**config.mk**
```make
export PLATFORM = sky130hd
export DESIGN_NAME = img_sram_ctrl
export DESIGN_NICKNAME = d
export VERILOG_FILES = /design/src/rtl/img_sram_pkg.sv /design/src/rtl/img_sram_rr_arb.sv /design/src/rtl/img_sram_ctrl.sv
export SDC_FILE = /design/constraint.sdc
export NUM_CORES = 1
export LEC_CHECK = 0
export ABC_CLOCK_PERIOD_IN_PS = 3500
export BUFFER_PORTS_ARGS = -buffer_cell sky130_fd_sc_hd__buf_2
export CORE_MARGIN = 2
export CORE_UTILIZATION = 58
export CTS_BUF_LIST = sky130_fd_sc_hd__clkbuf_2 sky130_fd_sc_hd__clkbuf_4 sky130_fd_sc_hd__clkbuf_8
export CTS_CLUSTER_DIAMETER = 120
export DETAILED_ROUTE_END_ITERATION = 8
export GPL_TIMING_DRIVEN = 0
export PLACE_DENSITY = 0.88
export SYNTH_ARGS = -nofsm -noshare
export SYNTH_HDL_FRONTEND = slang
export SYNTH_HIERARCHICAL = 1
export SYNTH_SLANG_ARGS = --single-unit
```
**constraint.sdc**
```tcl
create_clock -name clk -period 3.5 [get_ports clk]
set_clock_uncertainty 0.05 [all_clocks]
set_input_delay 0 -clock clk [delete_from_list [all_inputs] [get_ports clk]]
set_output_delay 0 -clock clk [all_outputs]
set_load 0.1 [all_outputs]
```
**src/rtl/img_sram_pkg.sv**
```systemverilog
// Shared types for the image SRAM wrapper and its sequencer/arbiter.
// The SRAM control bundle is registered by the controller and sampled by img_sram on clk low.
package img_sram_pkg;

    typedef struct packed {
        logic       write_en;
        logic       sense_en;
        logic [7:0] row;
        logic [7:0] col;
        logic [7:0] din;
    } st_img_sram_ctrl;

    // write = we1/se1, read = we0/se0, hold = we0/se1
    localparam st_img_sram_ctrl IMG_SRAM_HOLD =
        '{write_en: 1'b0, sense_en: 1'b1, row: 8'h00, col: 8'h00, din: 8'h00};

    typedef enum logic [1:0] {IDLE, SGL, BURST, GAP} e_img_sram_ctrl_state;

    typedef enum logic {REQ_A, REQ_B} e_img_sram_req;

    function automatic st_img_sram_ctrl img_sram_op(input logic       we,
                                                    input logic [7:0] row,
                                                    input logic [7:0] col,
                                                    input logic [7:0] din);
        return '{write_en: we, sense_en: we, row: row, col: col, din: din};
    endfunction

endpackage

```
**src/rtl/img_sram_rr_arb.sv**
```systemverilog
// Two-way round-robin grant. Grant is combinational on the requests; the pointer
// moves to the other requester whenever a grant is actually taken.
module img_sram_rr_arb
    import img_sram_pkg::*;
(
    input  logic          clk,
    input  logic          rst,
    input  logic          req_a,
    input  logic          req_b,
    input  logic          take,
    output e_img_sram_req gnt
);

    e_img_sram_req ptr;

    always_comb begin
        gnt = ptr;
        if (req_a && !req_b)
            gnt = REQ_A;
        else if (req_b && !req_a)
            gnt = REQ_B;
    end

    always_ff @(posedge clk or posedge rst) begin
        if (rst)
            ptr <= REQ_A;
        else if (take)
            ptr <= (gnt == REQ_A) ? REQ_B : REQ_A;
    end

endmodule

```
**src/rtl/img_sram_ctrl.sv**
```systemverilog
// Sequencer/arbiter sharing the single img_sram port between the host loader
// (port A, single beats) and the convolution engine (port B, row-major read bursts).
module img_sram_ctrl
    import img_sram_pkg::*;
#(
    parameter int WR_RD_GAP = 1,
    parameter int LEN_W     = 9
) (
    input  logic             clk,
    input  logic             rst,
    input  logic             a_valid,
    output logic             a_ready,
    input  logic             a_we,
    input  logic [7:0]       a_row,
    input  logic [7:0]       a_col,
    input  logic [7:0]       a_wdata,
    output logic             a_rvalid,
    output logic [7:0]       a_rdata,
    input  logic             b_valid,
    output logic             b_ready,
    input  logic [7:0]       b_row,
    input  logic [7:0]       b_col,
    input  logic [LEN_W-1:0] b_len,
    output logic             b_rvalid,
    output logic [7:0]       b_rdata,
    output logic             b_done,
    output st_img_sram_ctrl  sram_ctrl,
    input  logic [7:0]       sram_dout
);

    localparam logic [1:0]       GAP_INIT = 2'(WR_RD_GAP);
    localparam logic [LEN_W-1:0] ONE      = LEN_W'(1);
    localparam logic [LEN_W-1:0] TWO      = LEN_W'(2);

    e_img_sram_ctrl_state state, state_nx;
    e_img_sram_req        gnt;
    logic [LEN_W-1:0]     beat_cnt;
    logic [1:0]           gap_cnt;
    logic [15:0]          baddr, baddr_nx;
    logic                 free, rd_block, b_empty, gnt_rd, take;
    logic                 rd_a, rd_b, rd_last;

    img_sram_rr_arb u_arb (
        .clk  (clk),
        .rst  (rst),
        .req_a(a_valid),
        .req_b(b_valid),
        .take (take),
        .gnt  (gnt)
    );

    always_comb begin
        free     = 1'b0;
        b_empty  = (b_len == '0);
        rd_block = (gap_cnt != 2'd0);
        baddr_nx = baddr + 16'd1;   // {row,col} increment gives row-major order and 255/255 wrap
        case (state)
            IDLE, SGL: free = 1'b1;
            BURST:     free = (beat_cnt == ONE);
            default:   free = (gap_cnt == 2'd0);
        endcase
        // an empty burst touches no SRAM, so the write-to-read gap does not apply to it
        gnt_rd  = (gnt == REQ_A) ? !a_we : !b_empty;
        take    = !rst && free && (a_valid || b_valid) && !(gnt_rd && rd_block);
        a_ready = take && (gnt == REQ_A);
        b_ready = take && (gnt == REQ_B);

        state_nx = state;
        if (free) begin
            if (a_ready)
                state_nx = SGL;
            else if (b_ready)
                state_nx = b_empty ? IDLE : BURST;
            else if (a_valid || b_valid)
                state_nx = GAP;
            else
                state_nx = IDLE;
        end
    end

    always_ff @(posedge clk or posedge rst) begin
        if (rst) begin
            state     <= IDLE;
            sram_ctrl <= IMG_SRAM_HOLD;
            beat_cnt  <= '0;
            gap_cnt   <= 2'd0;
            baddr     <= 16'd0;
            rd_a      <= 1'b0;
            rd_b      <= 1'b0;
            rd_last   <= 1'b0;
            a_rvalid  <= 1'b0;
            b_rvalid  <= 1'b0;
            b_done    <= 1'b0;
            a_rdata   <= 8'h00;
            b_rdata   <= 8'h00;
        end else begin
            state     <= state_nx;
            sram_ctrl <= IMG_SRAM_HOLD;
            rd_a      <= 1'b0;
            rd_b      <= 1'b0;
            rd_last   <= 1'b0;

            if (a_ready && a_we)
                gap_cnt <= GAP_INIT;
            else if (rd_block)
                gap_cnt <= gap_cnt - 2'd1;

            if (a_ready) begin
                sram_ctrl <= img_sram_op(a_we, a_row, a_col, a_we ? a_wdata : 8'h00);
                rd_a      <= !a_we;
            end else if (b_ready && !b_empty) begin
                sram_ctrl <= img_sram_op(1'b0, b_row, b_col, 8'h00);
                baddr     <= {b_row, b_col};
                beat_cnt  <= b_len;
                rd_b      <= 1'b1;
                rd_last   <= (b_len == ONE);
            end else if (state == BURST && beat_cnt != ONE) begin
                sram_ctrl <= img_sram_op(1'b0, baddr_nx[15:8], baddr_nx[7:0], 8'h00);
                baddr     <= baddr_nx;
                beat_cnt  <= beat_cnt - ONE;
                rd_b      <= 1'b1;
                rd_last   <= (beat_cnt == TWO);
            end

            // dout is only driven while clk is low after the read issue, so capture it on the next edge
            a_rvalid <= rd_a;
            b_rvalid <= rd_b;
            b_done   <= rd_last || (b_ready && b_empty);
            if (rd_a)
                a_rdata <= sram_dout;
            if (rd_b)
                b_rdata <= sram_dout;
        end
    end

endmodule
```
==> impl_metrics.toml, run 1 <==
[clock_network]
clkSlewWorstSetupHoldPaths_ps = 80
cts_tree = "yes"
root_buffer = "clkbuf_8"
clock_latency_ps = 360
post_cts_buffers = 0
htreeDepth = 3
cts.sinks = 78
cts_made_buffers = 9
max-clock-path-buffers = 2

[placed_design]
routabilityCongestion = 0.965
port_buffers = 108
dp_hpwl_mm = 7.05
placed_cells = 561
dp_slack_ps = 816

[yosys]
synthTopCellsByArea = "dfrtp_1, mux2_2, a21oi_1"
synthMuxAreaShare_pct = 5.28
yosys.area_share.simple_pct = 18.5
synthesis.nets = 442
ys.flop_type = "dfrtp_1"
synth_edf_count = 0
synthXorXnorAreaFrac_pct = 4.16
synthAdderAreaFrac_pct = 1.65
synth_seq_cells = 78
synth_compound_area_share_pct = 15.0
synth_top_family_by_area = "simple AND/OR/NAND/NOR gates"
synth_cells = 375
avgSynthCellArea_um2 = 10.1
async_flop_share_pct = 100
synth_cell_types = 54
synth_top_area_cell = "dfrtp_1"
synth_area_mm2 = 0.00379
synth_top_area_share_pct = 50.8
yosysSeqAreaShare_pct = 51.5
yosys_warnings = 6

[global_routing]
antenna_found_initial = 0
first_global_vias = 4355
grt_pass1_wl_mm = 21.5
overflow = 0
grt_start_max_net_pins = 41
grtUsageTotal_pct = 38.7

[power_and_ir_drop]
power_frac_seq_pct = 28.2
switching_power_mw = 2.83
clkPwrFrac_pct = 15.0
power.density_mw_per_mm2 = 959
switching_share_pct = 53.9
intPower_mw = 2.42
p_leak_nw = 2.57
vdd_drop_max_mv = 1.27
p_comb_share_pct = 56.8

[critical_path]
cpPeakStageDelay_ps = 960
path_class = "reg -> reg"
worst_ep_arrival_time_ps = 3760
cp.depth = 8
cp_cell_sequence = "inv_1 > ha_1 > nor4b_1 > a31oi_1 > nor3_1 > a22oi_1 > dlygate4sd3_1 > nand2_1"
crit_fanout = 7
startpoint_type = "register"
cp.buffers_inverters = 2
r2r_cells = 8
critPathSlowestCell = "nor3_1"
crit_family = "simple AND/OR/NAND/NOR gates"
cp.required_ps = 3750
endpoint_kind = "register"

[timing]
max_freq_ghz = 0.285
fin_crit_ps = 3510
slew_violations = 0
slew_headroom_pct = 25.7
final.period_utilization_pct = 100
setup_ws_ps = -12.9
rsz0062_at_grt = "false"
worst_pin_slew_ps = 1110
whs_ps = 39.3
setup_viol = 1
finalHoldViolCount = 0

[final_layout]
layout-drive-gt1-share_pct = 28.7
antenna_cells = 0
finalNonFillerCells = 655
nFillCells = 290
area_delta_synth_final_pct = 44.1
num-nets-final = 640

[run]
max_cap_violations = 0

[floorplan]
die-height_um = 84.9
core_mm2 = 0.00635
initial_utilization_pct = 59.7
die_area_mm2 = 0.00720
std_cell_rows = 29
dieWidth_um = 84.9
num_io_pins = 109

[route]
drc = 0
drt.antenna.violating_nets = 0
wl_mm = 13.5
dr.first_iter.drc_count = 553
vias_per_cell = 6.43
dr.pass1.iters = 6
num_vias = 4212
routedWlPerCell_um = 20.6

[outcome]
outcome = "finished with violations"
violations = "setup timing"

[hold_path]
hp-class = "in -> async"
==> registers in the layout (all words and copies together) (netlist names) <==
register,flops
rd_a,1
baddr,16
a_rvalid,1
b_rdata,8
state,2
sram_ctrl,26
rd_b,1
beat_cnt,9
a_rdata,8
u_arb/ptr,1
rd_last,1
b_rvalid,1
b_done,1
gap_cnt,2
==> per-layer routing <==
metal	part of all wire, %	up-vias	track usage [%]	wire length (um)
li1	-	1745	-	-
met1	35	1949	45.2	4690
met2	48	410	63.1	6450
met3	11	108	9.53	1440
met4	6.6	0	26.0	889
met5	0	-	0	0
==> timing repair <==
item                                   CTS  global route
resized for setup                        0             0
setup endpoints to repair                0             0
hold buffers                            78             0
endpoints found under the hold margin  108             0
==> worst paths after layout <==
check                            start            end  slack [ps]
min reg2reg                       rd_a       a_rvalid         350
max in group asynchronous          rst  sram_ctrl[14]        2600
max                        beat_cnt[1]   sram_ctrl[9]         -10
min in group clk                  rd_a       a_rvalid         350
max reg2reg                beat_cnt[1]   sram_ctrl[9]         -10
min                                rst      u_arb/ptr          40
==> synthesized netlist by cell type, types with 2 or more instances <==
cell type and number:
nand2_1 33, xor2_1 5, o21ai_0 25, or4_1 2
nor4_1 2, nand4_1 5, o211ai_1 6, inv_1 12
dfrtp_1 77, nor3_1 9, buf_2 9, nor4b_1 3
nor3_2 2, a311oi_1 3, and4_1 4, ha_1 5
xnor2_1 13, a21oi_1 25, and3_1 13, a31oi_1 4
nand3_1 18, o31ai_1 2, a32oi_1 6, mux2_2 16
nor2_1 29, nand2b_1 5, a22oi_1 4, mux2i_1 2
a211oi_1 3, clkbuf_1 9
==> area by class of cell <==
type	instances	area (um^2)	share of cell area, %
repair buffers	187	1340	24.6
flip-flops and latches	78	1950	35.8
clock inverters	4	72.6	1.33
multi-input cells	264	1700	31.1
clock buffers	12	153	2.79
plain buffers	21	101	1.86
inverters	12	47.5	0.870
well taps	77	96.3	1.76
==> worst reg2reg max path, stage by stage (launching register included) <==
cell and delay (ps):
dfrtp_1 420, inv_1 120, ha_1 160, nor4b_1 370, a31oi_1 310, nor3_1 960, a22oi_1 300, dlygate4sd3_1 670
nand2_1 80
==> through the flow <==
| stage | utilization (%) | cell area (um^2) | power [mW] | setup TNS (ps) |
|---|---|---|---|---|
| finish | 86.0 | 5460 | 5.24 | -12.9 |
| global route | 86.0 | 5460 | 5.42 | 0 |
| CTS | 86.0 | 5460 | 5.05 | 0 |
| detailed placement | 70.2 | 4460 | 4.14 | 0 |
| global placement | 69.8 | 4430 | 4.05 | 0 |
| floorplan | - | 3800 | 3.60 | 0 |
==> cells in the final DEF (no fill, tap or decap), types with 2 or more instances in the layout <==
master / Yosys / routed
a32oi_1: 6 / 6
nand4_1: 5 / 5
buf_2: 9 / 117
o31ai_1: 2 / 2
nor3_2: 2 / 2
mux2_2: 16 / 16
clkbuf_1: 9 / 9
a211oi_1: 3 / 3
a311oi_1: 3 / 3
dlygate4sd3_1: 0 / 78
nor3_1: 9 / 9
nor4b_1: 3 / 2
a31oi_1: 4 / 4
o21ai_0: 25 / 25
bufinv_16: 0 / 2
dfrtp_1: 77 / 77
xnor2_1: 13 / 13
nor4_1: 2 / 2
inv_1: 12 / 11
nand3_1: 18 / 18
a22oi_1: 4 / 4
o211ai_1: 6 / 6
nand2_1: 33 / 33
a21oi_1: 25 / 25
nor2_1: 29 / 29
or4_1: 2 / 2
clkbuf_4: 0 / 2
mux2i_1: 2 / 2
clkbuf_8: 0 / 10
xor2_1: 5 / 5
ha_1: 5 / 5
and3_1: 13 / 13
and4_1: 4 / 4
nand2b_1: 5 / 5
==> cell families (layout without fill, tap and decap cells) <==
group | Yosys count | count (layout)
xor gates and xnor gates | 18 | 18
AOI/OAI and AO/OA | 89 | 89
muxes | 18 | 18
DFF | 78 | 78
adders and majority gates | 5 | 5
and+or+nand+nor | 134 | 134
buffers and inverters | 33 | 236
==> power groups by stage <==
stage	Clock (mW)	Sequential, mW	Combinational, mW
after floorplan	0	2.64	0.963
after global placement	0	1.42	2.63
after detailed placement	0	1.45	2.70
after CTS	0.774	1.43	2.85
after global routing	0.817	1.50	3.11
final	0.787	1.48	2.98
(Power assumes the default switching activity.)
==> run 2: changes to the inputs <==
Settings changed: BUFFER_PORTS_ARGS -buffer_cell sky130_fd_sc_hd__buf_2 to not set, CORE_UTILIZATION 58 to 60, DONT_BUFFER_PORTS set to 1, PLACE_DENSITY 0.88 to 0.76, RECOVER_POWER set to 50.
==> run 2 against run 1 <==
  * The flow finishes with violations (capacitance limit, slew limit)
  * Fmax is 6.8% higher
  * Via count shrank 17%
  * Die area fell by 3.2%
  * Largest power group is now registers
  * Largest cell class unchanged
==> impl_metrics.toml, run 2 (synthesis results as in run 1) <==
[route]
drc = 0
wl_mm = 10.9
routedWlPerCell_um = 20.0
dr.first_iter.drc_count = 327
num_vias = 3483
dr.pass1.iters = 5
vias_per_cell = 6.37
drt.antenna.violating_nets = 0

[global_routing]
grtUsageTotal_pct = 32.1
grt_pass1_wl_mm = 17.7
antenna_found_initial = 0
grt_start_max_net_pins = 63
overflow = 0
first_global_vias = 3520

[power_and_ir_drop]
switching_share_pct = 54.3
power_frac_seq_pct = 55.6
switching_power_mw = 2.64
p_comb_share_pct = 30.0
clkPwrFrac_pct = 14.5
p_leak_nw = 2.11
vdd_drop_max_mv = 0.956
power.density_mw_per_mm2 = 983
intPower_mw = 2.22

[critical_path]
startpoint_type = "register"
cp.required_ps = 3730
worst_ep_arrival_time_ps = 3520
path_class = "reg -> reg"
endpoint_kind = "register"
crit_fanout = 10

[timing]
max_freq_ghz = 0.304
fin_crit_ps = 3290
final.period_utilization_pct = 94.0
slew_violations = 63
slew_headroom_pct = -0.965
setup_viol = 0
worst_pin_slew_ps = 1510
rsz0062_at_grt = "false"
whs_ps = 26.3
finalHoldViolCount = 0

[outcome]
violations = "capacitance limit, slew limit"
outcome = "finished with violations"

[clock_network]
cts_tree = "yes"
htreeDepth = 3
cts.sinks = 78
max-clock-path-buffers = 2
clock_latency_ps = 350
cts_made_buffers = 9
clkSlewWorstSetupHoldPaths_ps = 80
root_buffer = "clkbuf_8"
post_cts_buffers = 0

[final_layout]
top_register = "sram_ctrl"
multi_input_area_mm2 = 0.00171
regArea_mm2 = 0.00195
num-nets-final = 534
antenna_cells = 0
largest_reg_flops = 26
fin_util_pct = 81.9
final_area_mm2 = 0.00494
reg_top3 = "sram_ctrl: 26 flops, baddr: 16 flops, beat_cnt: 9 flops"
layout-drive-gt1-share_pct = 12.5
most-common-layout-cells = "dlygate4sd3_1, dfrtp_1, nand2_1, nor2_1"
finalNonFillerCells = 547
mostFrequentLayoutCell = "dlygate4sd3_1"
area_delta_synth_final_pct = 30.2
nFillCells = 363

[floorplan]
num_io_pins = 109
dieWidth_um = 83.5
initial_utilization_pct = 62.9
std_cell_rows = 28
core_mm2 = 0.00603
die_area_mm2 = 0.00697
die-height_um = 83.5

[placed_design]
placed_area_mm2 = 0.00396
port_buffers = 0
placed_cells = 453
dp_hpwl_mm = 6.49
routabilityCongestion = 0.887

[hold_path]
hp-class = "in -> reg"

[run]
max_cap_violations = 1
-- run 2: cell types whose count changed in the layout (fill, tap and decap cells not counted), sizes merged --
cell	previous run	this run
bufinv	2	1
clkinvlp	1	2
buf	121	12
inv	12	11
clkbuf	21	25
-- run 2: final timing paths --
| check | start | slack (ps) | endpoint | cells past startpoint |
|---|---|---|---|---|
| setup / recovery | gap_cnt[0] | 210 | sram_ctrl[12] | 10 |
| hold / removal | a_we | 30 | sram_ctrl[0] | 2 |
| setup reg to reg | gap_cnt[0] | 210 | sram_ctrl[12] | 10 |
| hold reg to reg | rd_b | 330 | b_rvalid | 0 |
| max in group asynchronous | rst | 1360 | state[0] | 3 |
| min in group asynchronous | rst | 170 | sram_ctrl[18] | 2 |
-- run 2: cell type report --
type                       instances  area share (%)
inverter                          12           0.938
clock inverter                     3           0.862
sequential                        78            39.6
clock buffer                      13            3.37
multi-input combinational        264            34.7
tap                               75            1.90
timing repair buffer              81            16.5
buffer                            21            2.13
-- run 2: power by group through the flow --
| stage | logic [mW] | registers (mW) | clock network (mW) |
|---|---|---|---|
| floorplan | 0.963 | 2.64 | 0 |
| global placement | 1.18 | 2.69 | 0 |
| detailed placement | 1.24 | 2.71 | 0 |
| CTS | 1.39 | 2.69 | 0.700 |
| global route | 1.59 | 2.74 | 0.745 |
| finish | 1.45 | 2.70 | 0.703 |
-- run 2: worst max-delay path, cell delays in order, from the launching register on --
cell           delay, ps
dfrtp_1              400
inv_1                 60
ha_1                 130
clkbuf_1             320
nand3b_1             230
nand2_1              230
nor3_4               430
clkbuf_4             500
nand2_1              130
o211ai_1             120
dlygate4sd3_1        600
-- run 2: through the flow --
step | TNS (ps) | total power [mW] | setup slack, ps
after detailed placement | 0 | 3.94 | 602
after CTS | 0 | 4.78 | 29.4
after floorplan | 0 | 3.60 | 68.3
after global placement | -224 | 3.87 | -224
final | 0 | 4.85 | 212
after global routing | 0 | 5.07 | 38.1
-- run 2: per-layer routing --
| layer | up-vias | wire [um] | track usage [%] |
|---|---|---|---|
| met5 | - | 0 | 0 |
| met2 | 211 | 5710 | 55.6 |
| met1 | 1698 | 3960 | 39.2 |
| met4 | 0 | 312 | 12.2 |
| met3 | 39 | 930 | 7.52 |
| li1 | 1535 | - | - |
-- run 2: what timing repair did --
action                     in CTS  in global routing
hold endpoints to repair      151                  0
setup endpoints to repair       0                  9
hold buffers                   78                  0
gates resized for setup         0                  3
